`src/rtl/cpu_pkg.sv`:
```
// Shared CPU definitions: fetch FSM states, address width and the IF/ID bundle
// consumed by decode.
package cpu_pkg;

  localparam int unsigned ADDR_W = 8;
  localparam int unsigned DATA_W = 8;

  // Opcodes whose high nibble matches this carry a trailing immediate byte
  localparam logic [3:0] IMM_OPCODE_HI = 4'hC;

  localparam logic [ADDR_W-1:0] RESET_VEC_ADDR = 8'h00;

  typedef enum logic [1:0] {
    VEC  = 2'd0,
    RUN  = 2'd1,
    HALT = 2'd2
  } state_t;

  typedef struct packed {
    logic              valid;
    logic [DATA_W-1:0] instr;
    logic [DATA_W-1:0] imm;
    logic              imm_en;
    logic [ADDR_W-1:0] pc_next;
  } ifid_t;

endpackage

```
`src/rtl/ifid_reg.sv`:
```
// IF/ID pipeline register: bubble clears only valid, load captures a new
// instruction, otherwise every field holds.
module ifid_reg
  import cpu_pkg::*;
(
  input  logic  clk,
  input  logic  rst,
  input  logic  load,
  input  logic  bubble,
  input  ifid_t d,
  output ifid_t q
);

  always_ff @(posedge clk) begin
    if (rst) begin
      q <= '0;
    end else if (bubble) begin
      q.valid <= 1'b0;
    end else if (load) begin
      q <= d;
    end
  end

endmodule

```
`src/rtl/instr_fetch_stage.sv`:
```
// Fetch stage: owns the PC, loads it from the reset vector, follows branch
// redirects, stalls and halt, and feeds the IF/ID register.
module instr_fetch_stage
  import cpu_pkg::*;
#(
  parameter logic [cpu_pkg::ADDR_W-1:0] RESET_VEC_ADDR = cpu_pkg::RESET_VEC_ADDR,
  parameter int unsigned                ADDR_W         = cpu_pkg::ADDR_W
) (
  input  logic              clk,
  input  logic              rst,
  output logic [ADDR_W-1:0] addr_instr,
  input  logic [7:0]        instr_in,
  input  logic [7:0]        imm_in,
  input  logic              imm_en_in,
  input  logic              stall,
  input  logic              branch_taken,
  input  logic [ADDR_W-1:0] branch_target,
  input  logic              halt_req,
  output logic              ifid_valid,
  output logic [7:0]        ifid_instr,
  output logic [7:0]        ifid_imm,
  output logic              ifid_imm_en,
  output logic [ADDR_W-1:0] ifid_pc_next,
  output logic              halted
);

  state_t            state;
  logic [ADDR_W-1:0] pc;
  logic [ADDR_W-1:0] pc_inc;
  logic              run;
  logic              load;
  logic              bubble;
  ifid_t             ifid_d;
  ifid_t             ifid_q;

  // Address and IF/ID controls; priority is branch > halt > stall > fetch
  always_comb begin
    addr_instr = (state == VEC) ? RESET_VEC_ADDR : pc;
    pc_inc     = pc + (imm_en_in ? ADDR_W'(2) : ADDR_W'(1));
    run        = (state == RUN);
    bubble     = run && (branch_taken || halt_req);
    load       = run && !branch_taken && !halt_req && !stall;

    ifid_d         = '0;
    ifid_d.valid   = 1'b1;
    ifid_d.instr   = instr_in;
    ifid_d.imm     = imm_en_in ? imm_in : 8'h00;
    ifid_d.imm_en  = imm_en_in;
    ifid_d.pc_next = pc_inc;
  end

  always_ff @(posedge clk) begin
    if (rst) begin
      state  <= VEC;
      pc     <= '0;
      halted <= 1'b0;
    end else begin
      case (state)
        VEC: begin
          pc    <= ADDR_W'(instr_in);
          state <= RUN;
        end
        RUN: begin
          if (branch_taken) begin
            pc <= branch_target;
          end else if (halt_req) begin
            state  <= HALT;
            halted <= 1'b1;
          end else if (!stall) begin
            pc <= pc_inc;
          end
        end
        HALT: begin
          halted <= 1'b1;
        end
        default: begin
          state <= VEC;
        end
      endcase
    end
  end

  ifid_reg u_ifid_reg (
    .clk    (clk),
    .rst    (rst),
    .load   (load),
    .bubble (bubble),
    .d      (ifid_d),
    .q      (ifid_q)
  );

  assign ifid_valid   = ifid_q.valid;
  assign ifid_instr   = ifid_q.instr;
  assign ifid_imm     = ifid_q.imm;
  assign ifid_imm_en  = ifid_q.imm_en;
  assign ifid_pc_next = ifid_q.pc_next;

endmodule

```
`config.mk`:
```
export PLATFORM = sky130hd
export DESIGN_NAME = instr_fetch_stage
export DESIGN_NICKNAME = d
export VERILOG_FILES = /design/src/rtl/cpu_pkg.sv /design/src/rtl/ifid_reg.sv /design/src/rtl/instr_fetch_stage.sv
export SDC_FILE = /design/constraint.sdc
export NUM_CORES = 1
export LEC_CHECK = 0
export ABC_AREA = 1
export CORE_MARGIN = 3
export CORE_UTILIZATION = 50
export CTS_CLUSTER_SIZE = 16
export DETAILED_ROUTE_END_ITERATION = 8
export PLACE_DENSITY = 0.94
export SYNTH_ARGS = -nofsm -noshare
export SYNTH_HDL_FRONTEND = slang
export SYNTH_HIERARCHICAL = 1
export SYNTH_SLANG_ARGS = --single-unit
```
`constraint.sdc`:
```
create_clock -name clk -period 4.4 [get_ports clk]
set_clock_uncertainty 0.05 [all_clocks]
set_input_delay 0.66 -clock clk [delete_from_list [all_inputs] [get_ports clk]]
set_output_delay 0.66 -clock clk [all_outputs]
set_load 0.005 [all_outputs]
```
==> results of run 1 <==
per-layer routing:
metal | vias to the layer above | track usage, % | routed length (um)
li1 | 1137 | - | -
met1 | 963 | 27.0 | 2210
met2 | 84 | 36.8 | 2540
met3 | 6 | 4.26 | 334
met4 | 0 | 7.93 | 72
met5 | - | 0 | 0
kinds of logic after synthesis:
kind of cell / share of synthesized area (%)
simple gates: 43.8
buf+inv: 14.8
flops: 35.3
compound gates: 3.75
fa+ha+maj: 2.14
other cells: 0.179
area by class of cell:
| cell class | instances | area [um^2] | area share (%) |
|---|---|---|---|
| Clock buffer | 6 | 72.6 | 2.59 |
| Clock inverter | 2 | 10.0 | 0.357 |
| Inverter | 58 | 218 | 7.77 |
| Multi-Input combinational cell | 235 | 1050 | 37.6 |
| Sequential cell | 37 | 741 | 26.4 |
| Tap cell | 48 | 60.1 | 2.14 |
| Timing Repair Buffer | 65 | 648 | 23.1 |
placed cells by master (no fill, tap or decap), types with 5 or more instances in the layout:
cell type / instances
nand2_1: 88
nor2_1: 72
clkdlybuf4s50_1: 64
inv_1: 54
nand3_1: 44
dfxtp_1: 37
a21oi_1: 9
o21ai_0: 5
clkbuf_8: 5
sequential cells by signal, indices dropped and copies added, names as in the netlist:
signal,flops
state,2
pc,8
u_ifid_reg/q,26
halted,1
worst max-delay path, stage by stage:
cell	delay, ps
clkdlybuf4s50_1	770
inv_1	100
ha_1	240
fa_1	390
nand2_1	140
o21ai_0	130
and2_1	150
inv_1	50
nand3_1	60
nand2_1	80
nor2_1	50
power by group:
part	internal (mW)	leakage (nW)	switching (mW)	total [mW]
logic	0.115	0.969	0.151	0.267
clock network	0.110	0.0450	0.113	0.223
registers	0.362	0.302	0.0228	0.385
stage by stage:
step / worst slack, ps / power (mW) / hold WS [ps] / instance area, um^2
after floorplan: 2170 / 0.562 / 401 / 2100
after global placement: 1550 / 0.650 / 399 / 2720
after detailed placement: 1460 / 0.657 / 416 / 2720
after CTS: 1740 / 0.878 / 427 / 2800
after global routing: 1500 / 0.930 / 446 / 2800
final: 1720 / 0.875 / 420 / 2800
path summary, 6_finish.rpt:
check | slack (ps) | end | start | depth (start not counted)
max | 1720 | u_ifid_reg/q[6] | imm_en_in | 11
max reg2reg | 2560 | u_ifid_reg/q[4] | state[1] | 7
min reg2reg | 420 | u_ifid_reg/q[25] | u_ifid_reg/q[25] | 2
min | 420 | u_ifid_reg/q[25] | u_ifid_reg/q[25] | 2
==> flow_metrics.env, run 1 <==
export IMPL_globalplace_congestion=0.855
export IMPL_synth_most_common_cell="nand2_1"
export IMPL_rsz0062_at_grt="no"
export IMPL_cp_end_kind="flop"
export IMPL_totalWireLength_um=5150
export IMPL_hp_class="flop to flop"
export IMPL_cp_arrival_ps=2810
export IMPL_synth_cell_types=24
export IMPL_grt_pass1_wl_um=8870
export IMPL_routed_wire_length_per_instance_um=11.4
export IMPL_cts_made_buffers=5
export IMPL_die_width_um=70.8
export IMPL_grt_max_degree=27
export IMPL_required_ps=4520
export IMPL_postCtsHoldBufs=0
export IMPL_synth_top_area_cell="dfxtp_1"
export IMPL_layoutNonFillerInstCount=451
export IMPL_netlist_area_leader_share_pct=35.3
export IMPL_cts_setup_buffers=0
export IMPL_clock_root_buffer="clkbuf_8"
export IMPL_yosys_top_cells_count="88 x nand2_1, 72 x nor2_1, 54 x inv_1, 44 x nand3_1, 37 x dfxtp_1"
export IMPL_max_slew_worst_pin_slew_ps=706
export IMPL_finalSetupViolations=0
export IMPL_syn_to_final_growth_pct=33.4
export IMPL_tns_ps=0
export IMPL_track_usage_pct=21.6
export IMPL_syn_nets=377
export IMPL_synth_edf_count=0
export IMPL_path_max_fanout=12
export IMPL_clkTransAtPathRegs_ps=70
export IMPL_synth_area_leaders="dfxtp_1 35%, nand2_1 16%, nor2_1 13%"
export IMPL_crit_path_start_kind="input port"
export IMPL_clock_path_buffers=2
export IMPL_nets=435
export IMPL_period_share_pct=60.9
export IMPL_dp_cells=443
export IMPL_synthArstFlopShare_pct=0
export IMPL_hold_violations=0
export IMPL_drcViolationCount=0
export IMPL_fill_cells=364
export IMPL_clk_latency_ps=280
export IMPL_leakage_nw=1.32
export IMPL_status="finished, final reports clean"
export IMPL_relSlewSlack_pct=52.6
export IMPL_ys_seq_area_share_pct=35.3
export IMPL_syn_area_mm2=0.00210
export IMPL_cts_sinks=37
export IMPL_core_area_mm2=0.00385
export IMPL_io_pins=65
export IMPL_irDropWorstVdd_uv=182
export IMPL_dieArea_mm2=0.00502
export IMPL_final_util_pct=72.7
export IMPL_routed_via_density=4.86
export IMPL_ant_nets=0
export IMPL_ys_flop_type="dfxtp_1"
export IMPL_gr_total_overflow=0
export IMPL_avgSynthCellArea_um2=6.11
export IMPL_dp_hpwl_um=3940
export IMPL_min_period_ps=2680
export IMPL_yosys_register_bits=37
export IMPL_num_rows=22
export IMPL_dr_pass1_iters=4
export IMPL_diodes=0
export IMPL_power_density_mw_per_mm2=312
export IMPL_fmax_ghz=0.373
export IMPL_portBuffers=64
export IMPL_cts_tree="done"
export IMPL_grt_pass1_vias=2051
export IMPL_path_class="input port to flop"
export IMPL_start_util_pct=54.5
export IMPL_vias=2190
export IMPL_drv_cap=0
export IMPL_drt_iter0_drc=139
export IMPL_yosysWarnings=6
export IMPL_cts_repair_resized=0
export IMPL_grt_antenna_before_repair=0
export IMPL_finalMaxSlewViolations=0
export IMPL_htree_num_levels=2
export IMPL_drive_gt1_share_pct=5.21
export IMPL_synthesis_instances=344
export IMPL_die_h_um=70.8
Note: power is estimated with default switching activity, not from simulation.
==> run 2, diff against run 1 <==
- CORE_UTILIZATION: 50 -> 42
- PLACE_DENSITY: 0.94 -> 0.85
- clock period: 4.4 -> 2.4 ns (I/O delays scaled with it)
==> run 2 against run 1 <==
  * Critical path depth is 6 lower
  * Combinational power is 83% higher
  * Setup slack worse by 1400 ps
  * Final area is 3.1% higher
  * Hold slack worse by 11 ps
  * Sequential share of layout area is 0.80 points lower
  * Cell count is 5.1% higher
  * Clock power grew to 2.5 times the previous value
  * Critical path type is now flop to primary output
  * Count of clock-buffer cells in the layout is 1 higher
  * Global-route usage is 3.7 points lower
  * Die area is 17% higher
  * Register-to-register slack worse by 2000 ps
==> flow_metrics.env, run 2 (same netlist as run 1, synthesis figures left out) <==
export IMPL_finalPower_mw=1.75
export IMPL_grt_max_degree=27
export IMPL_status="finished, final reports clean"
export IMPL_whs_path_depth=2
export IMPL_fill_cells=443
export IMPL_leakage_nw=1.35
export IMPL_start_util_pct=43.9
export IMPL_path_class="flop to primary output"
export IMPL_fmax_ghz=0.482
export IMPL_path_max_fanout=8
export IMPL_design_area_mm2=0.00289
export IMPL_largest_register_ffs=26
export IMPL_cp_end_kind="primary output"
export IMPL_top_layer_used="met4"
export IMPL_core_area_mm2=0.00479
export IMPL_drcViolationCount=0
export IMPL_routed_wl_met2_um=2530
export IMPL_finalSetupViolations=0
export IMPL_final_common_cell="nand2_1"
export IMPL_vias=2160
export IMPL_cts_sinks=37
export IMPL_irDropWorstVdd_uv=396
export IMPL_power_density_mw_per_mm2=606
export IMPL_track_usage_pct=17.9
export IMPL_clock_root_buffer="clkbuf_8"
export IMPL_layout_common_cells="88 x nand2_1, 72 x nor2_1, 64 x clkdlybuf4s50_1, 54 x inv_1, 44 x nand3_1"
export IMPL_crit_path_start_kind="flop"
export IMPL_drv_cap=0
export IMPL_reg2reg_slack_ps=610
export IMPL_cp_slowest_cell="clkdlybuf4s50_1"
export IMPL_syn_to_final_growth_pct=37.6
export IMPL_grt_pass1_wl_um=8710
export IMPL_worst_path_most_repeated_cell="inv_1"
export IMPL_hp_start="u_ifid_reg/q[25]"
export IMPL_routed_via_density=4.56
export IMPL_post_dp_cell_area_mm2=0.00277
export IMPL_dieArea_mm2=0.00589
export IMPL_ant_nets=0
export IMPL_die_width_um=76.7
export IMPL_grt_pass1_vias=1996
export IMPL_slowest_delay_ps=520
export IMPL_clk_latency_ps=290
export IMPL_holdPathEnd="u_ifid_reg/q[25]"
export IMPL_diodes=0
export IMPL_totalWireLength_um=5130
export IMPL_rr_startpoint="state[1]"
export IMPL_met3_length_um=239
export IMPL_num_rows=25
export IMPL_cts_repair_resized=0
export IMPL_cts_setup_buffers=0
export IMPL_hold_violations=0
export IMPL_largestRegisters="u_ifid_reg/q x26, pc x8, state x2"
export IMPL_io_pins=65
export IMPL_ff2ff_path_depth=7
export IMPL_drt_iter0_drc=77
export IMPL_nets=439
export IMPL_dp_hpwl_um=3900
export IMPL_largest_register="u_ifid_reg/q"
export IMPL_crit_chain="inv_1, nand2_1, inv_1, nor2_1, clkdlybuf4s50_1"
export IMPL_die_h_um=76.7
export IMPL_portBuffers=64
export IMPL_routed_wire_length_per_instance_um=10.8
export IMPL_finalMaxSlewViolations=0
export IMPL_period_share_pct=86.4
export IMPL_hp_class="flop to flop"
export IMPL_dr_pass1_iters=4
export IMPL_cts_made_buffers=5
export IMPL_tns_ps=0
export IMPL_rsz0062_at_grt="no"
export IMPL_cp_arrival_ps=1660
export IMPL_postCtsHoldBufs=0
export IMPL_drive_gt1_share_pct=6.14
export IMPL_clock_path_buffers=2
export IMPL_htree_num_levels=2
export IMPL_gr_total_overflow=0
export IMPL_clkTransAtPathRegs_ps=70
export IMPL_globalplace_congestion=0.911
export IMPL_grt_antenna_before_repair=0
export IMPL_cts_tree="done"
export IMPL_min_period_ps=2070
export IMPL_required_ps=1990
export IMPL_r2r_end="u_ifid_reg/q[9]"
export IMPL_wl_met1_um=2300
==> run 2: cell types whose count changed in the layout (fill, tap and decap cells not counted), sizes merged <==
cell	before	now
clkinv	3	1
bufinv	0	1
clkbuf	6	7
buf	1	5
==> run 2: cell type report <==
type	count	area, um^2	area share, %
Clock buffer	7	86.3	2.99
Inverter	58	218	7.53
Clock inverter	1	30.0	1.04
Sequential cell	37	741	25.6
Tap cell	67	83.8	2.90
Timing Repair Buffer	69	678	23.5
Multi-Input combinational cell	235	1050	36.5
==> run 2: worst max-delay path: cells and delay by family (launching register included) <==
kind                   cells  cell delay, ps
DFF                        1             380
buffers and inverters      3             740
and+or+nand+nor            2             250
==> run 2: where the power goes <==
part / internal, mW / switching (mW)
clock: 0.339 / 0.220
combinational: 0.214 / 0.274
sequential: 0.664 / 0.0406
total: 1.22 / 0.534
==> run 2: worst max path at each step <==
stage / depth (start not counted) / end / start
after CTS: 5 / addr_instr[2] / state[1]
after detailed placement: 11 / u_ifid_reg/q[6] / imm_en_in
final: 5 / addr_instr[2] / state[1]
after floorplan: 11 / u_ifid_reg/q[6] / imm_en_in
after global placement: 11 / u_ifid_reg/q[6] / imm_en_in
after global routing: 5 / addr_instr[0] / state[1]
==> run 2: metrics by stage <==
step | utilization, % | worst slack, ps | instances | hold WS, ps
4_1_cts | 60.4 | 313 | 474 | 415
3_3_place_gp | 58.0 | 173 | 466 | 394
3_5_place_dp | 58.0 | 145 | 466 | 403
6_report | 60.4 | 327 | 474 | 409
2_1_floorplan | - | 469 | 344 | 379
5_1_grt | 60.4 | 247 | 474 | 442
==> run 2: metal layers <==
layer,track usage (%),up-vias
met2,30.9,54
li1,-,1152
met3,4.46,4
met4,5.07,0
met1,22.0,950
met5,0,-
